$ cat src/rtl/spi_frame_pkg.sv
// Shared types and helpers for the SPI frame receiver: FSM state encoding,
// the default lane-group count and a counter width helper.
package spi_frame_pkg;

  typedef enum logic [1:0] {
    IDLE      = 2'd0,
    SHIFT     = 2'd1,
    WAIT_HIGH = 2'd2
  } state_e;

  localparam int SPI_BITS_DFLT = 2;
  localparam int GROUPS        = 8 / SPI_BITS_DFLT;

  // Smallest width (at least 1) able to hold the values 0 .. n-1.
  function automatic int cnt_width(input int n);
    int w;
    w = 1;
    for (int i = 1; i < 31; i++) begin
      if ((1 << i) < n) begin
        w = i + 1;
      end else begin
        w = w;
      end
    end
    return w;
  endfunction

endpackage

$ cat src/rtl/spi_frame_rx_if.sv
// Pin and handler bundle of spi_frame_rx; slave is the receiver's view,
// master the view of whoever drives the SPI pins and supplies reply bytes.
interface spi_frame_rx_if #(
  parameter int SPI_BITS = 2
);
  logic [SPI_BITS-1:0] sdi;
  logic [SPI_BITS-1:0] sdo;
  logic                sclk;
  logic                sncs;
  logic [7:0]          rx_data;
  logic                rx_valid;
  logic                rx_first;
  logic                tx_req;
  logic [7:0]          tx_data;
  logic                frame_start;
  logic                frame_end;
  logic                frame_err;

  modport slave (
    input  sdi, sclk, sncs, tx_data,
    output sdo, rx_data, rx_valid, rx_first, tx_req,
           frame_start, frame_end, frame_err
  );

  modport master (
    output sdi, sclk, sncs, tx_data,
    input  sdo, rx_data, rx_valid, rx_first, tx_req,
           frame_start, frame_end, frame_err
  );
endinterface

$ cat src/rtl/sync_ff.sv
// Two-flop synchroniser of parameterised width with a selectable reset value.
module sync_ff #(
  parameter int           W       = 1,
  parameter logic [W-1:0] RST_VAL = '0
) (
  input  logic         clk,
  input  logic         nreset,
  input  logic [W-1:0] d,
  output logic [W-1:0] q
);
  logic [W-1:0] meta_r;
  logic [W-1:0] sync_r;

  // Two-stage capture of the asynchronous input.
  always_ff @(posedge clk or negedge nreset) begin
    if (!nreset) begin
      meta_r <= RST_VAL;
      sync_r <= RST_VAL;
    end else begin
      meta_r <= d;
      sync_r <= meta_r;
    end
  end

  assign q = sync_r;
endmodule

$ cat src/rtl/spi_frame_rx.sv
// Oversampling multi-lane SPI slave (mode 0): deserialises sdi into bytes and
// serialises reply bytes onto sdo. Optional sclk inactivity abort: SPI_TIMEOUT_EN.
module spi_frame_rx
  import spi_frame_pkg::*;
#(
  parameter int SPI_BITS       = 2,
  parameter int TIMEOUT_CYCLES = 4096
) (
  input  logic           clk,
  input  logic           nreset,
  spi_frame_rx_if.slave  bus
);
  localparam int            NGROUPS  = 8 / SPI_BITS;
  localparam int            CW       = cnt_width(NGROUPS);
  localparam logic [CW-1:0] LAST_GRP = CW'(NGROUPS - 1);

  logic                sclk_s, sncs_s;
  logic [SPI_BITS-1:0] sdi_s;
  logic                sclk_d_r, sncs_d_r;
  logic                sclk_rise_s, sclk_fall_s, cs_rise_s, cs_fall_s;
  logic [7:0]          rx_next_s;

  state_e              state_r;
  logic [CW-1:0]       cnt_r;
  logic [7:0]          rx_sr_r, tx_sr_r, rx_data_r;
  logic                first_r, reload_r;
  logic [SPI_BITS-1:0] sdo_r;
  logic                rx_valid_r, rx_first_r, tx_req_r;
  logic                frame_start_r, frame_end_r, frame_err_r;

  sync_ff #(.W(1), .RST_VAL(1'b0)) u_sync_sclk (.clk(clk), .nreset(nreset), .d(bus.sclk), .q(sclk_s));
  // sncs resets to "selected" so a reset released mid-frame lands in WAIT_HIGH.
  sync_ff #(.W(1), .RST_VAL(1'b0)) u_sync_sncs (.clk(clk), .nreset(nreset), .d(bus.sncs), .q(sncs_s));
  sync_ff #(.W(SPI_BITS), .RST_VAL({SPI_BITS{1'b0}})) u_sync_sdi (.clk(clk), .nreset(nreset), .d(bus.sdi), .q(sdi_s));

  // Delay stage for edge detection on the synchronised sclk and sncs.
  always_ff @(posedge clk or negedge nreset) begin
    if (!nreset) begin
      sclk_d_r <= 1'b0;
      sncs_d_r <= 1'b0;
    end else begin
      sclk_d_r <= sclk_s;
      sncs_d_r <= sncs_s;
    end
  end

  assign sclk_rise_s = sclk_s & ~sclk_d_r;
  assign sclk_fall_s = ~sclk_s & sclk_d_r;
  assign cs_rise_s   = sncs_s & ~sncs_d_r;
  assign cs_fall_s   = ~sncs_s & sncs_d_r;
  assign rx_next_s   = 8'({rx_sr_r, sdi_s});

`ifdef SPI_TIMEOUT_EN
  localparam int            IW      = (cnt_width(TIMEOUT_CYCLES) < 12) ? 12 : cnt_width(TIMEOUT_CYCLES) + 1;
  localparam logic [IW-1:0] TO_LAST = IW'(TIMEOUT_CYCLES - 1);
  logic [IW-1:0] idle_cnt_r;
  logic          timeout_s;

  // Counts clk cycles without an sclk edge while a frame is being shifted.
  always_ff @(posedge clk or negedge nreset) begin
    if (!nreset) begin
      idle_cnt_r <= '0;
    end else if ((state_r != SHIFT) || sclk_rise_s || sclk_fall_s) begin
      idle_cnt_r <= '0;
    end else begin
      idle_cnt_r <= idle_cnt_r + IW'(1);
    end
  end

  assign timeout_s = (idle_cnt_r == TO_LAST);
`else
  logic timeout_s;
  assign timeout_s = 1'b0;
`endif

  // Frame FSM with shift registers and all registered outputs.
  always_ff @(posedge clk or negedge nreset) begin
    if (!nreset) begin
      state_r       <= WAIT_HIGH;
      cnt_r         <= '0;
      rx_sr_r       <= 8'h00;
      tx_sr_r       <= 8'h00;
      first_r       <= 1'b0;
      reload_r      <= 1'b0;
      rx_data_r     <= 8'h00;
      sdo_r         <= '1;
      rx_valid_r    <= 1'b0;
      rx_first_r    <= 1'b0;
      tx_req_r      <= 1'b0;
      frame_start_r <= 1'b0;
      frame_end_r   <= 1'b0;
      frame_err_r   <= 1'b0;
    end else begin
      rx_valid_r    <= 1'b0;
      rx_first_r    <= 1'b0;
      tx_req_r      <= 1'b0;
      frame_start_r <= 1'b0;
      frame_end_r   <= 1'b0;
      frame_err_r   <= 1'b0;
      case (state_r)
        IDLE: begin
          if (cs_fall_s) begin
            state_r       <= SHIFT;
            frame_start_r <= 1'b1;
            tx_req_r      <= 1'b1;
            sdo_r         <= tx_data_msb(bus.tx_data);
            tx_sr_r       <= bus.tx_data << SPI_BITS;
            cnt_r         <= '0;
            first_r       <= 1'b1;
            reload_r      <= 1'b0;
          end else begin
            state_r <= IDLE;
            sdo_r   <= '1;
          end
        end
        SHIFT: begin
          if (cs_rise_s) begin
            state_r     <= IDLE;
            frame_end_r <= 1'b1;
            sdo_r       <= '1;
            cnt_r       <= '0;
            reload_r    <= 1'b0;
            if (sclk_rise_s && (cnt_r == LAST_GRP)) begin
              rx_data_r  <= rx_next_s;
              rx_valid_r <= 1'b1;
              rx_first_r <= first_r;
            end else begin
              frame_err_r <= (cnt_r != '0) || sclk_rise_s;
            end
          end else if (timeout_s) begin
            state_r     <= WAIT_HIGH;
            frame_end_r <= 1'b1;
            frame_err_r <= 1'b1;
            sdo_r       <= '1;
          end else begin
            state_r <= SHIFT;
            if (sclk_rise_s) begin
              rx_sr_r <= rx_next_s;
              if (cnt_r == LAST_GRP) begin
                cnt_r      <= '0;
                rx_data_r  <= rx_next_s;
                rx_valid_r <= 1'b1;
                rx_first_r <= first_r;
                first_r    <= 1'b0;
                reload_r   <= 1'b1;
              end else begin
                cnt_r <= cnt_r + CW'(1);
              end
            end else if (sclk_fall_s) begin
              if (reload_r) begin
                tx_req_r <= 1'b1;
                sdo_r    <= tx_data_msb(bus.tx_data);
                tx_sr_r  <= bus.tx_data << SPI_BITS;
                reload_r <= 1'b0;
              end else begin
                sdo_r   <= tx_data_msb(tx_sr_r);
                tx_sr_r <= tx_sr_r << SPI_BITS;
              end
            end else begin
              cnt_r <= cnt_r;
            end
          end
        end
        WAIT_HIGH: begin
          sdo_r <= '1;
          if (sncs_s) begin
            state_r <= IDLE;
          end else begin
            state_r <= WAIT_HIGH;
          end
        end
        default: begin
          state_r <= WAIT_HIGH;
          sdo_r   <= '1;
        end
      endcase
    end
  end

  function automatic logic [SPI_BITS-1:0] tx_data_msb(input logic [7:0] b);
    return b[7 -: SPI_BITS];
  endfunction

  assign bus.sdo         = sdo_r;
  assign bus.rx_data     = rx_data_r;
  assign bus.rx_valid    = rx_valid_r;
  assign bus.rx_first    = rx_first_r;
  assign bus.tx_req      = tx_req_r;
  assign bus.frame_start = frame_start_r;
  assign bus.frame_end   = frame_end_r;
  assign bus.frame_err   = frame_err_r;
endmodule

$ cat src/flat_wrapper.sv
// flat-port wrapper written by rule: the top's interface ports become plain ports
module spi_frame_rx_flat import spi_frame_pkg::*;
#(
  parameter int SPI_BITS       = 2,
  parameter int TIMEOUT_CYCLES = 4096
)
  (clk, nreset, bus_sdi, bus_sclk, bus_sncs, bus_tx_data, bus_sdo, bus_rx_data, bus_rx_valid, bus_rx_first, bus_tx_req, bus_frame_start, bus_frame_end, bus_frame_err);
  spi_frame_rx_if #(.SPI_BITS(SPI_BITS)) bus_i ();
  input  logic clk;
  input  logic nreset;
  input wire logic [$bits(bus_i.sdi)-1:0] bus_sdi;
  input wire logic [$bits(bus_i.sclk)-1:0] bus_sclk;
  input wire logic [$bits(bus_i.sncs)-1:0] bus_sncs;
  input wire logic [$bits(bus_i.tx_data)-1:0] bus_tx_data;
  output wire logic [$bits(bus_i.sdo)-1:0] bus_sdo;
  output wire logic [$bits(bus_i.rx_data)-1:0] bus_rx_data;
  output wire logic [$bits(bus_i.rx_valid)-1:0] bus_rx_valid;
  output wire logic [$bits(bus_i.rx_first)-1:0] bus_rx_first;
  output wire logic [$bits(bus_i.tx_req)-1:0] bus_tx_req;
  output wire logic [$bits(bus_i.frame_start)-1:0] bus_frame_start;
  output wire logic [$bits(bus_i.frame_end)-1:0] bus_frame_end;
  output wire logic [$bits(bus_i.frame_err)-1:0] bus_frame_err;
  assign bus_i.sdi = bus_sdi;
  assign bus_i.sclk = bus_sclk;
  assign bus_i.sncs = bus_sncs;
  assign bus_i.tx_data = bus_tx_data;
  assign bus_sdo = bus_i.sdo;
  assign bus_rx_data = bus_i.rx_data;
  assign bus_rx_valid = bus_i.rx_valid;
  assign bus_rx_first = bus_i.rx_first;
  assign bus_tx_req = bus_i.tx_req;
  assign bus_frame_start = bus_i.frame_start;
  assign bus_frame_end = bus_i.frame_end;
  assign bus_frame_err = bus_i.frame_err;
  spi_frame_rx #(.SPI_BITS(SPI_BITS), .TIMEOUT_CYCLES(TIMEOUT_CYCLES)) u_core (.clk(clk), .nreset(nreset), .bus(bus_i));
endmodule
$ cat config.mk
export PLATFORM = sky130hd
export DESIGN_NAME = spi_frame_rx_flat
export DESIGN_NICKNAME = d
export VERILOG_FILES = /design/src/rtl/spi_frame_pkg.sv /design/src/rtl/spi_frame_rx_if.sv /design/src/rtl/sync_ff.sv /design/src/rtl/spi_frame_rx.sv /design/src/flat_wrapper.sv
export SDC_FILE = /design/constraint.sdc
export NUM_CORES = 1
export LEC_CHECK = 0
export ABC_AREA = 1
export ABC_CLOCK_PERIOD_IN_PS = 1200
export BUFFER_PORTS_ARGS = -buffer_cell sky130_fd_sc_hd__buf_2
export CAP_MARGIN = 20
export CORE_AREA = 2 2 65 67
export DETAILED_ROUTE_END_ITERATION = 12
export DIE_AREA = 0 0 67 69
export GPL_ROUTABILITY_DRIVEN = 0
export PLACE_DENSITY = 0.72
export REMOVE_ABC_BUFFERS = 1
export SLEW_MARGIN = 10
export SYNTH_ARGS = -nofsm -noshare
export SYNTH_HDL_FRONTEND = slang
export SYNTH_HIERARCHICAL = 1
export SYNTH_SLANG_ARGS = --single-unit
$ cat constraint.sdc
create_clock -name clk -period 1.2 [get_ports clk]
set_input_delay 0.12 -clock clk [delete_from_list [all_inputs] [get_ports clk]]
set_output_delay 0.12 -clock clk [all_outputs]
set_load 0.02 [all_outputs]
==> metrics.txt <==
worst endpoint required time 1390 ps; final hold violations 0; initial core utilization 47.4%; Yosys cell types 21; total global-route track usage 18.1%; synth warn 6; CP Launch Point u_core/state_r[1]; top-area cell type share of the netlist area 55.3%; Worst Tran Pin Value ~420 ps; FF+latch count, synth between 40 and 50; Clock Path Buffers 2; Area Growth Syn to Fin 38.0%; Max Slew Vio Count 0; Slew HR just over 70%; routed len/inst 12.2 um; violated checks setup timing; CTS tree done; drt total wl 3830 um; WS Path Type reg2reg; initial drt markers 54; Final Cell Area 2560 um2; status finished with violations; FF-to-FF setup slack -60 ps; number of fill cells 320; nets@finish 282; core area 3910 um2; largest area contributor in the netlist dfrtp_1; global-route wire length before repair about 6300 um; Reg-to-Reg End u_core/tx_sr_r[6]; Pwr per Cell Area 1440 nW/um2; Post-synth EDFFs 0; Max IR drop VDD 0.885 mV; dpl cells 292; Synth Flop Type dfrtp_1; Setup crit end u_core/tx_sr_r[6]; hold depth 3; grt ovf 0; Antenna diodes 0; proportion of layout cells with a drive suffix above 1 between 40% and 50%; die area 4620 um2; Post-Route Skew 3.39 ps; DRT antenna net count 0; R2R cell count 7; synth cell count leaders 78 x nand2_1, 41 x dfrtp_1, 19 x inv_1; total power ~0.0037 W; final setup fails 18; RSZ-0062 raised after global routing true; Chip Height roughly 69 um; Netlist Area Pre-Place approximately 1900 um2; number of vias per cell 4.82; clock sinks 44; crit end category register; DRT Pass-1 Iters 4; Hold Crit Class in2reg; max_cap viols 0; register area share after synthesis 59.5%; H-tree Lvls 2; initial antenna violation count 0; CP startpoint kind register; dpl hpwl 2390 um; I/O Buffers 29; io pins 30; # DRC 0; number of global-route vias before repair 1443; r2r startpoint u_core/state_r[1]; Worst Slack Setup Final -58.7 ps; Max Fclk 794 MHz; share of flip-flops with an asynchronous set or reset 100%; Die Width 67 um; CTS buffer count 5; top cells by area, synth dfrtp_1 55%, nand2_1 16%, dfstp_2 4.2%, inv_1 3.8%, ha_1 2.7%; CTS Root Cell clkbuf_8; Data arrival, critical path between 1000 and 1500 ps; fin crit share 105%; Crit Path Max Fanout 5; top-count cell post-synth nand2_1; clock latency at the later pin of the worst-skew pair ~290 ps; fin crit period 1260 ps; largest net degree at the start of global routing 28; Worst-path clk slew approximately 80 ps; Vias 1513; Cells after Synth just under 200; syn_area_per_cell between 9 and 10 um2; non-filler cells, final roughly 310; placed inst area 2200 um2; Rows 23; Pleak 1.37 nW
routing by layer:
layer / global-route usage (%) / vias up / part of all wire [%]
li1: - / 738 / -
met1: 22.2 / 726 / 43
met2: 28.6 / 38 / 50
met3: 5.22 / 11 / 4.0
met4: 9.30 / 0 / 2.8
met5: 0 / - / 0
how the worst min path moves through the flow:
stage                              start                         to
after floorplan                   nreset       u_core/bus.frame_end
after global routing      bus_tx_data[0]          u_core/tx_sr_r[2]
after global placement            nreset  u_core/u_sync_sclk/meta_r
after detailed placement          nreset  u_core/u_sync_sclk/meta_r
after CTS                 bus_tx_data[0]          u_core/tx_sr_r[2]
final                     bus_tx_data[0]          u_core/tx_sr_r[2]
layout by cell type (no fill, tap or decap), types with 2 or more instances in the layout:
cell type,n
dlygate4sd3_1,5
a21oi_1,2
clkbuf_8,5
nor2_4,4
buf_2,29
nand2_1,65
dfrtp_1,39
dfrtp_2,2
nand2_2,12
nand3_1,5
buf_4,17
inv_1,14
ha_4,2
ha_1,2
nor2_1,8
nor2_2,3
o21ai_1,5
o21ai_2,6
dfstp_2,3
buf_12,3
inv_2,7
nand2_4,7
buf_6,4
o21ai_0,4
inv_4,2
critical path: stages, from the launching register on:
cell and delay (ps):
dfstp_2 590, nor2_4 90, nand2_4 110, nand2_4 80, nand2_4 100, clkinv_4 70
nand2_1 60, nand2_1 40
cell type report:
| cell class | count | area (um2) | area share (%) |
|---|---|---|---|
| sequential | 44 | 1110 | 43.3 |
| multi-input combinational | 130 | 756 | 29.5 |
| timing repair buffer | 59 | 453 | 17.7 |
| tap | 50 | 62.6 | 2.44 |
| clock buffer | 5 | 68.8 | 2.69 |
| inverter | 24 | 100 | 3.91 |
| clock inverter | 2 | 12.5 | 0.489 |
kinds of logic (layout without fill, tap and decap cells):
logic type	count (synthesis)	after routing	share of synthesized area (%)
and+or+nand+nor	106	107	25.6
AOI/OAI and AO/OA	19	19	6.27
adders and majority gates	4	4	2.70
buffers and inverters	26	90	5.93
DFF	44	44	59.5
report_power, final:
group / internal (W) / total (W) / switching [W]
clock: 0.000394 / 0.000863 / 0.000469
combinational: 0.000382 / 0.000949 / 0.000566
sequential: 0.00174 / 0.00188 / 0.000136
registers in the layout, indices dropped and copies added, names as in the netlist, 2 cells and up:
register / cells
u_core/u_sync_sdi/q: 2
u_core/bus.rx_data: 8
u_core/bus.sdo: 2
u_core/state_r: 2
u_core/cnt_r: 2
u_core/rx_sr_r: 6
u_core/u_sync_sdi/meta_r: 2
u_core/tx_sr_r: 6
per-stage QoR:
stage | TNS, ps | worst slack, ps | hold slack (ps) | utilization [%]
2_1_floorplan | -121 | -14.0 | -176 | -
3_3_place_gp | -971 | -101 | 73.2 | 56.3
3_5_place_dp | -1740 | -143 | 86.9 | 56.3
4_1_cts | -237 | -27.6 | 69.4 | 61.9
5_1_grt | -2160 | -122 | 72.7 | 65.4
6_report | -593 | -58.7 | 73.5 | 65.4
repair_timing:
action                     CTS  global route
pin swaps                   12            13
resized for setup           18            27
hold buffers                 5             0
hold endpoints to repair    18             0
buffers inserted             4             4
gates cloned                 1             1
setup endpoints to repair   26            30
No activity file was read; power rests on OpenSTA's default activity.
